### src/rtl/mem_fill_arbiter_if.sv
// -----------------------------------------------------------------------------
// mem_fill_arbiter_if
//
// Bundles every handshake and bus signal of mem_fill_arbiter. The clock and
// the reset stay plain ports on the arbiter.
//
//   Requesters : i_req, i_addr          I-cache block fill request
//                d_req, d_wr, d_addr,   D-cache fill (d_wr=0) or
//                d_wdata                single-word write (d_wr=1)
//   Memory     : mem_en, mem_wr, mem_addr, mem_wdata   request channel
//                mem_rdata, mem_valid                  pipelined read return
//   Fill out   : fill_data, fill_idx, i_fill_we, d_fill_we
//   Status     : i_done, d_done, busy
//
// Modports:
//   slave  - the arbiter's view (drives memory requests, fill strobes, status)
//   master - the environment's view (cache controllers plus memory model)
// -----------------------------------------------------------------------------
interface mem_fill_arbiter_if #(
    parameter int IDX_W = 2
) ();
    logic             i_req;
    logic [15:0]      i_addr;
    logic             d_req;
    logic             d_wr;
    logic [15:0]      d_addr;
    logic [15:0]      d_wdata;

    logic             mem_en;
    logic             mem_wr;
    logic [15:0]      mem_addr;
    logic [15:0]      mem_wdata;
    logic [15:0]      mem_rdata;
    logic             mem_valid;

    logic [15:0]      fill_data;
    logic [IDX_W-1:0] fill_idx;
    logic             i_fill_we;
    logic             d_fill_we;
    logic             i_done;
    logic             d_done;
    logic             busy;

    modport slave (
        input  i_req, i_addr, d_req, d_wr, d_addr, d_wdata,
        input  mem_rdata, mem_valid,
        output mem_en, mem_wr, mem_addr, mem_wdata,
        output fill_data, fill_idx, i_fill_we, d_fill_we,
        output i_done, d_done, busy
    );

    modport master (
        output i_req, i_addr, d_req, d_wr, d_addr, d_wdata,
        output mem_rdata, mem_valid,
        input  mem_en, mem_wr, mem_addr, mem_wdata,
        input  fill_data, fill_idx, i_fill_we, d_fill_we,
        input  i_done, d_done, busy
    );
endinterface

### src/rtl/mem_fill_arbiter.sv
// -----------------------------------------------------------------------------
// mem_fill_arbiter
//
// Shares one pipelined memory port between the I-cache fill path and the
// D-cache, which issues either a block fill or a single-word write-through.
// A block fill streams BURST consecutive word reads, one per cycle. Read
// returns may overlap the issue phase. Each return is steered into the
// owning cache line at fill_idx. A one-cycle done pulse ends every operation.
//
// Ports:
//   clk  - clock; all state changes on the rising edge
//   rst  - asynchronous active-high reset
//   bus  - mem_fill_arbiter_if.slave: requester, memory, fill and status
//          signals (see the interface file for the list)
//
// Parameters:
//   BURST - words per block fill (power of two, 2..8)
//   IDX_W - log2(BURST), width of fill_idx and of the internal counters
// -----------------------------------------------------------------------------
module mem_fill_arbiter #(
    parameter int BURST = 4,
    parameter int IDX_W = 2
) (
    input  logic                 clk,
    input  logic                 rst,
    mem_fill_arbiter_if.slave    bus
);

    typedef enum logic [2:0] {
        IDLE  = 3'd0,
        ISSUE = 3'd1,
        DRAIN = 3'd2,
        WRITE = 3'd3,
        DONE  = 3'd4
    } state_e;

    localparam logic             SIDE_I     = 1'b0;
    localparam logic             SIDE_D     = 1'b1;
    // Byte-address mask that clears the in-block offset (2 bytes per word).
    localparam logic [15:0]      BLOCK_MASK = ~(16'(2 * BURST - 1));
    localparam logic [IDX_W-1:0] LAST_IDX   = IDX_W'(BURST - 1);

    state_e           state_reg, state_next;
    logic             owner_reg, owner_next;
    logic             last_grant_reg, last_grant_next;
    logic [15:0]      base_reg, base_next;
    logic [15:0]      wdata_reg, wdata_next;
    logic [IDX_W-1:0] issue_cnt_reg, issue_cnt_next;
    logic [IDX_W-1:0] ret_cnt_reg, ret_cnt_next;

    logic             grant_valid;
    logic             grant_side;
    logic             ret_fire;
    logic             last_ret;
    logic             mem_en;
    logic             mem_wr;
    logic [15:0]      mem_addr;
    logic [15:0]      mem_wdata;
    logic [1:0]       fill_we_vec;
    logic [1:0]       done_vec;

    // State register
    always_ff @(posedge clk or posedge rst) begin
        if (rst) begin
            state_reg      <= IDLE;
            owner_reg      <= SIDE_I;
            last_grant_reg <= SIDE_I;
            base_reg       <= 16'h0000;
            wdata_reg      <= 16'h0000;
            issue_cnt_reg  <= '0;
            ret_cnt_reg    <= '0;
        end else begin
            state_reg      <= state_next;
            owner_reg      <= owner_next;
            last_grant_reg <= last_grant_next;
            base_reg       <= base_next;
            wdata_reg      <= wdata_next;
            issue_cnt_reg  <= issue_cnt_next;
            ret_cnt_reg    <= ret_cnt_next;
        end
    end

    // Next-state and memory-request logic
    always_comb begin
        state_next      = state_reg;
        owner_next      = owner_reg;
        last_grant_next = last_grant_reg;
        base_next       = base_reg;
        wdata_next      = wdata_reg;
        issue_cnt_next  = issue_cnt_reg;
        ret_cnt_next    = ret_cnt_reg;
        mem_en          = 1'b0;
        mem_wr          = 1'b0;
        mem_addr        = 16'h0000;
        mem_wdata       = 16'h0000;

        // On a tie, the side that was not granted last time wins. The reset
        // value of last_grant (I) therefore hands the first tie to D.
        grant_valid = bus.i_req | bus.d_req;
        if (bus.i_req && bus.d_req) begin
            grant_side = ~last_grant_reg;
        end else begin
            grant_side = bus.d_req ? SIDE_D : SIDE_I;
        end

        // Read returns count only while a fill is in flight. A stray
        // mem_valid in any other state must not move the counters.
        ret_fire = bus.mem_valid && ((state_reg == ISSUE) || (state_reg == DRAIN));
        last_ret = ret_fire && (ret_cnt_reg == LAST_IDX);

        unique case (state_reg)
            IDLE: begin
                if (grant_valid) begin
                    owner_next      = grant_side;
                    last_grant_next = grant_side;
                    issue_cnt_next  = '0;
                    ret_cnt_next    = '0;
                    if ((grant_side == SIDE_D) && bus.d_wr) begin
                        state_next = WRITE;
                        base_next  = bus.d_addr;
                        wdata_next = bus.d_wdata;
                    end else begin
                        state_next = ISSUE;
                        base_next  = ((grant_side == SIDE_D) ? bus.d_addr : bus.i_addr)
                                     & BLOCK_MASK;
                    end
                end
            end
            ISSUE: begin
                mem_en         = 1'b1;
                mem_addr       = base_reg + 16'({issue_cnt_reg, 1'b0});
                issue_cnt_next = issue_cnt_reg + IDX_W'(1);
                if (last_ret) begin
                    state_next = DONE;
                end else if (issue_cnt_reg == LAST_IDX) begin
                    state_next = DRAIN;
                end
            end
            DRAIN: begin
                if (last_ret) begin
                    state_next = DONE;
                end
            end
            WRITE: begin
                mem_en     = 1'b1;
                mem_wr     = 1'b1;
                mem_addr   = base_reg;
                mem_wdata  = wdata_reg;
                state_next = DONE;
            end
            DONE: begin
                state_next = IDLE;
            end
            default: begin
                state_next = IDLE;
            end
        endcase

        if (ret_fire) begin
            ret_cnt_next = ret_cnt_reg + IDX_W'(1);
        end
    end

    // Per-requester fill write enables and done pulses. Index 0 is I, index 1 is D.
    for (genvar gi = 0; gi < 2; gi++) begin : g_side
        localparam logic SIDE = (gi == 1);
        assign fill_we_vec[gi] = ret_fire && (owner_reg == SIDE);
        assign done_vec[gi]    = (state_reg == DONE) && (owner_reg == SIDE);
    end

    assign bus.mem_en    = mem_en;
    assign bus.mem_wr    = mem_wr;
    assign bus.mem_addr  = mem_addr;
    assign bus.mem_wdata = mem_wdata;
    assign bus.fill_data = bus.mem_rdata;
    assign bus.fill_idx  = ret_cnt_reg;
    assign bus.i_fill_we = fill_we_vec[0];
    assign bus.d_fill_we = fill_we_vec[1];
    assign bus.i_done    = done_vec[0];
    assign bus.d_done    = done_vec[1];
    assign bus.busy      = (state_reg != IDLE);

endmodule
### src/flat_wrapper.sv
// flat-port wrapper written by rule: the top's interface ports become plain ports
module mem_fill_arbiter_flat 
#(
    parameter int BURST = 4,
    parameter int IDX_W = 2
)
  (clk, rst, bus_i_req, bus_i_addr, bus_d_req, bus_d_wr, bus_d_addr, bus_d_wdata, bus_mem_rdata, bus_mem_valid, bus_mem_en, bus_mem_wr, bus_mem_addr, bus_mem_wdata, bus_fill_data, bus_fill_idx, bus_i_fill_we, bus_d_fill_we, bus_i_done, bus_d_done, bus_busy);
  mem_fill_arbiter_if #(.IDX_W(IDX_W)) bus_i ();
  input  logic clk;
  input  logic rst;
  input wire logic [$bits(bus_i.i_req)-1:0] bus_i_req;
  input wire logic [$bits(bus_i.i_addr)-1:0] bus_i_addr;
  input wire logic [$bits(bus_i.d_req)-1:0] bus_d_req;
  input wire logic [$bits(bus_i.d_wr)-1:0] bus_d_wr;
  input wire logic [$bits(bus_i.d_addr)-1:0] bus_d_addr;
  input wire logic [$bits(bus_i.d_wdata)-1:0] bus_d_wdata;
  input wire logic [$bits(bus_i.mem_rdata)-1:0] bus_mem_rdata;
  input wire logic [$bits(bus_i.mem_valid)-1:0] bus_mem_valid;
  output wire logic [$bits(bus_i.mem_en)-1:0] bus_mem_en;
  output wire logic [$bits(bus_i.mem_wr)-1:0] bus_mem_wr;
  output wire logic [$bits(bus_i.mem_addr)-1:0] bus_mem_addr;
  output wire logic [$bits(bus_i.mem_wdata)-1:0] bus_mem_wdata;
  output wire logic [$bits(bus_i.fill_data)-1:0] bus_fill_data;
  output wire logic [$bits(bus_i.fill_idx)-1:0] bus_fill_idx;
  output wire logic [$bits(bus_i.i_fill_we)-1:0] bus_i_fill_we;
  output wire logic [$bits(bus_i.d_fill_we)-1:0] bus_d_fill_we;
  output wire logic [$bits(bus_i.i_done)-1:0] bus_i_done;
  output wire logic [$bits(bus_i.d_done)-1:0] bus_d_done;
  output wire logic [$bits(bus_i.busy)-1:0] bus_busy;
  assign bus_i.i_req = bus_i_req;
  assign bus_i.i_addr = bus_i_addr;
  assign bus_i.d_req = bus_d_req;
  assign bus_i.d_wr = bus_d_wr;
  assign bus_i.d_addr = bus_d_addr;
  assign bus_i.d_wdata = bus_d_wdata;
  assign bus_i.mem_rdata = bus_mem_rdata;
  assign bus_i.mem_valid = bus_mem_valid;
  assign bus_mem_en = bus_i.mem_en;
  assign bus_mem_wr = bus_i.mem_wr;
  assign bus_mem_addr = bus_i.mem_addr;
  assign bus_mem_wdata = bus_i.mem_wdata;
  assign bus_fill_data = bus_i.fill_data;
  assign bus_fill_idx = bus_i.fill_idx;
  assign bus_i_fill_we = bus_i.i_fill_we;
  assign bus_d_fill_we = bus_i.d_fill_we;
  assign bus_i_done = bus_i.i_done;
  assign bus_d_done = bus_i.d_done;
  assign bus_busy = bus_i.busy;
  mem_fill_arbiter #(.BURST(BURST), .IDX_W(IDX_W)) u_core (.clk(clk), .rst(rst), .bus(bus_i));
endmodule
### config.mk
export PLATFORM = sky130hd
export DESIGN_NAME = mem_fill_arbiter_flat
export DESIGN_NICKNAME = d
export VERILOG_FILES = /design/src/rtl/mem_fill_arbiter_if.sv /design/src/rtl/mem_fill_arbiter.sv /design/src/flat_wrapper.sv
export SDC_FILE = /design/constraint.sdc
export NUM_CORES = 1
export LEC_CHECK = 0
export ABC_AREA = 1
export CAP_MARGIN = 5
export CORE_ASPECT_RATIO = 0.6
export CORE_MARGIN = 2
export CORE_UTILIZATION = 44
export CTS_BUF_LIST = sky130_fd_sc_hd__clkbuf_16
export DETAILED_ROUTE_END_ITERATION = 6
export PLACE_DENSITY = 0.87
export SLEW_MARGIN = 20
export SYNTH_ARGS = -nofsm -noshare
export SYNTH_HDL_FRONTEND = slang
export SYNTH_SLANG_ARGS = --single-unit
### constraint.sdc
create_clock -name clk -period 2.95 [get_ports clk]
set_input_delay 0.295 -clock clk [delete_from_list [all_inputs] [get_ports clk]]
set_output_delay 0.295 -clock clk [all_outputs]
set_load 0.01 [all_outputs]
### After elaboration in Yosys (flattened, before gate mapping)

Cells that the tools add are included.

| storage, ports and cells | value |
|---|---|
| input port bits | 70 |
| word-level logic and storage cells | 58 |
| register bits after elaboration | 40 |
| output and inout bits | 57 |

| operators by class | value |
|---|---|
| reduce and logical (&&, ||, !) cells | 20 |
| bitwise gates (word level) | 2 |
| $add $sub $neg | 3 |
| muxes and demuxes | 18 |
| equality and inequality tests | 9 |

Operators by type and width:

| cell | number |
|---|---|
| 16-bit 2-to-1 mux | 3 |
| 16-bit one-hot mux with 2 select lines | 1 |
| 16-bit by 3-bit adder with 16-bit output | 1 |
| 3-bit 2-to-1 mux | 4 |
| 3-bit one-hot mux with 4 select lines | 1 |
| 1-bit logical AND | 8 |
| 2-bit 2-to-1 mux | 4 |
| 3-bit by 2-bit equality test with 1-bit output (second input constant) | 2 |
| 2-bit AND reduction | 3 |
| 3-bit AND reduction | 2 |
| 2-bit nonzero test | 3 |
| 2-bit by 1-bit adder with 2-bit output (second input constant) | 2 |
| 2-bit equality test (second input constant) | 2 |
| 1-bit 2-to-1 mux | 4 |
| 2-bit by 1-bit != test with 1-bit output (second input constant) | 2 |
| 2-bit one-hot mux with 2 select lines | 1 |
| 3-bit by 1-bit equality test with 1-bit output (second input constant) | 1 |
| 3-bit equality test (second input constant) | 1 |
| 3-bit logical NOT | 1 |
| 3-bit by 2-bit != test with 1-bit output (second input constant) | 1 |
| 3-bit nonzero test | 1 |
| 2-bit OR reduction | 1 |
| 1-bit logical OR | 1 |
| 1-bit inverter | 1 |
| 1-bit bitwise OR | 1 |

### Longest topological paths before layout

| depth | value |
|---|---|
| word-level depth | 6 |
| mapped depth | 11 |

### Worst setup path after synthesis

OpenSTA, ideal clock, no wires.

| path | value |
|---|---|
| path kind | flip-flop to output port |
| start point | reg u_core.issue_cnt_reg[0] |
| end point | out bus_mem_addr[15] |
| path slack | 0.986 ns |
| path buffers | 0 |
| arrival time | 1.669 ns |
| cell stages (with the launch flop) | 11 |
| required time | 2.655 ns |
| cells stage by stage | dfrtp_1 -> ha_1 -> inv_1 -> fa_1 -> inv_1 -> nand4_1 -> inv_1 -> nand2_1 -> o21ai_0 -> inv_1 -> nor2_1 |

| between the ends | value |
|---|---|
| cells in the longest elaborated chain, start to end | 2 |

RTL lines:

| what | RTL line | RTL |
|---|---|---|
| from (decl) | mem_fill_arbiter.sv:48 | `logic [IDX_W-1:0] issue_cnt_reg, issue_cnt_next;` |
| from (signal assigned) | mem_fill_arbiter.sv:78 | `issue_cnt_reg <= issue_cnt_next;` |
| 16-bit by 3-bit adder with 16-bit output | mem_fill_arbiter.sv:131 | `mem_addr = base_reg + 16'({issue_cnt_reg, 1'b0});` |
| 16-bit one-hot mux with 2 select lines | mem_fill_arbiter.sv:111 | `unique case (state_reg)` |
| to (decl) | flat_wrapper.sv:21 | `output wire logic [$bits(bus_i.mem_addr)-1:0] bus_mem_addr;` |

Every way passes these cells.

### Worst setup path in the final report

Same ends and word-level chain as after synthesis.

==> run_results.csv <==
group,metric,value,unit
global_routing,grt-ovfl-total,0,
critical_path,critPathKind,"flip-flop to output pin",
critical_path,start_kind,"flip-flop",
clocking,clock_latency,280,ps
timing,drv_slew,0,
route,wl,6520,um
critical_path,cp-startpoint,"u_core.issue_cnt_reg[0]",
route,wl_per_cell,13.0,um
critical_path,required,2650,ps
timing,period_minus_slack,2770,ps
floorplanning,start_util,0.456,
clocking,hold_buffers,0,
clocking,root_buffer,"clkbuf_16",
route,vias,2450,
route,vias_per_cell,4.89,
cells_and_area,drive_gt1_frac,0.0641,
cells_and_area,seq_area,0.00100,mm2
pwr,leakagePower,1.64,nW
clocking,clk_pin_slew,60,ps
cells_and_area,area_delta_synth_final,38.3,%
floorplanning,core_area,0.00560,mm2
clocking,postCtsSetupBuffers,0,
synthesis,yosysTopAreaCell,"dfrtp_1",
floorplanning,ios,127,
synthesis,synth-seq-area-share,0.392,
synthesis,yosys_warnings,0,
timing,rsz0062_at_grt,"no",
synthesis,ys_types,33,
pwr,powerDensity,912,mW/mm2
placed_design,gp_congestion,0.919,
clocking,cts_resized,2,
placed_design,port-buffer-count,91,
min_path,hold_class,"input port to async pin",
outcome,status,"finished clean",
placed_design,dpl_cell_area,0.00338,mm2
placed_design,dp_hpwl,4830,um
clocking,clock_path_buffers,2,
cells_and_area,antenna_cells,0,
critical_path,timing.rr.start,"u_core.state_reg[1]",
global_routing,grt_pass1_wl,10600,um
route,remaining_drc_errors,0,
synthesis,syn-cell-area,0.00255,mm2
timing,max_freq,361,MHz
synthesis,synth-seq-cells,40,
floorplanning,die-area,0.00645,mm2
critical_path,worstPathMaxFanout,4,
timing,hold_viol,0,
clocking,ctsHtreeMaxLevel,2,
cells_and_area,final_core_util,0.631,
floorplanning,dieWidth,102,um
clocking,clkSinkCount,40,
synthesis,synth_area_leaders,"dfrtp_1 (39%), nand2_1 (9.0%), inv_1 (7.8%), o21ai_1 (6.9%), nor2_1 (6.5%)",
timing,tightestPinTransition,794,ps
floorplanning,fp.dieH,63.0,um
placed_design,place_ws,270,ps
critical_path,cp.arrival,2470,ps
cells_and_area,nFillCells,510,
timing,maxSlewHeadroom,0.469,
flow_run,cap_viol_max_count,0,
global_routing,track_usage,0.208,
timing,tns,0,ps
cells_and_area,multi_input_area,0.00113,mm2
timing,fin_ws,181,ps
global_routing,antenna_found_initial,0,
critical_path,endpoint_kind,"output pin",
route,first_pass_iters,4,
clocking,numCtsBuffers,5,
global_routing,grt_pass1_vias,2334,
clocking,cts_tree,"done",
critical_path,reg2reg_depth,6,
cells_and_area,layout.nets,495,
pwr,ir_drop,0.390,mV
timing,clock_skew,3.32,ps
synthesis,syn_avg_cell_area,7.36,um2
global_routing,grt_max_degree,41,
timing,setup_violations,0,
synthesis,syn-instance-count,347,
floorplanning,fp-row-count,21,
synthesis,yosysTopAreaCellShare,0.392,
synthesis,synth_nets,422,
cells_and_area,postLayoutCellArea,0.00353,mm2
route,drt_iter0_markers,171,
pwr,total_power,3.22,mW
timing,fin_crit_sh,0.939,
route,antenna_left,0,
[routing by layer]
metal	part of all wire	up-vias	track usage
li1	-	1247	-
met1	0.47	1100	0.279
met2	0.44	92	0.321
met3	0.076	11	0.0660
met4	0.013	0	0.0633
met5	0	-	0
[layout by cell type (no fill, tap or decap), drive strengths merged]
cell type and instances:
o31ai 1, a22oi 1, clkdlybuf4s50 87, nand4 4, o21ai 47, o22ai 14, nor3 3, nand3 26
nor2 46, xor2 2, clkinv 3, ha 4, dfrtp 40, dlygate4sd2 1, a31oi 1, dlymetal6s2s 3
buf 3, fa 1, a21oi 7, o211ai 1, clkbuf 5, inv 58, nand2 63
[where the power goes]
group          total, mW  internal [mW]  switching [mW]
Sequential          1.01          0.814           0.195
Clock              0.521          0.311           0.210
Combinational       1.69          0.744           0.945
[worst max-delay path, cell delays in order, from the launching register on]
cell and delay, ps:
dfrtp_1 390, ha_1 200, inv_1 70, fa_1 400, inv_1 90, nand4_1 160
inv_1 130, nand2_1 100, o21ai_0 190, inv_1 70, nor2_1 130, dlygate4sd2_1 280
[logic make-up (layout without fill, tap and decap cells)]
family          count (synthesis)  count (layout)  share of synthesized area
simple gates                  142             142                      0.242
buf+inv                        86             160                      0.169
compound gates                 72              72                      0.163
flops                          40              40                      0.392
fa+ha+maj                       5               5                     0.0275
xor+xnor                        2               2                    0.00686
[per-stage QoR]
step | hold WS (ps) | instances
floorplan | 422 | 347
global placement | 501 | 493
detailed placement | 508 | 493
CTS | 460 | 501
global route | 506 | 501
finish | 428 | 501
[synthesized netlist by cell type, drive strengths merged]
cell,count
nor3,3
ha,4
dfrtp,40
clkbuf,2
inv,58
xor2,2
a31oi,1
fa,1
nand3,26
a22oi,1
o21ai,47
buf,26
o31ai,1
nor2,46
nand2,63
o22ai,14
nand4,4
o211ai,1
a21oi,7
[layout make-up]
type                       count  area share
timing repair buffer          94       0.266
multi-input combinational    221       0.319
tap                           80      0.0283
inverter                      58      0.0624
clock buffer                   5      0.0354
clock inverter                 3     0.00532
sequential                    40       0.283
[path summary, 6_finish.rpt]
| check | endpoint | slack (ps) |
|---|---|---|
| min reg2reg | u_core.wdata_reg[8] | 520 |
| max reg2reg | u_core.issue_cnt_reg[0] | 900 |
| min | u_core.wdata_reg[12] | 430 |
| max in group asynchronous | u_core.base_reg[0] | 2170 |
| min in group clk | u_core.wdata_reg[8] | 520 |
| max | bus_mem_addr[15] | 180 |
No activity file was read; power rests on OpenSTA's default activity.
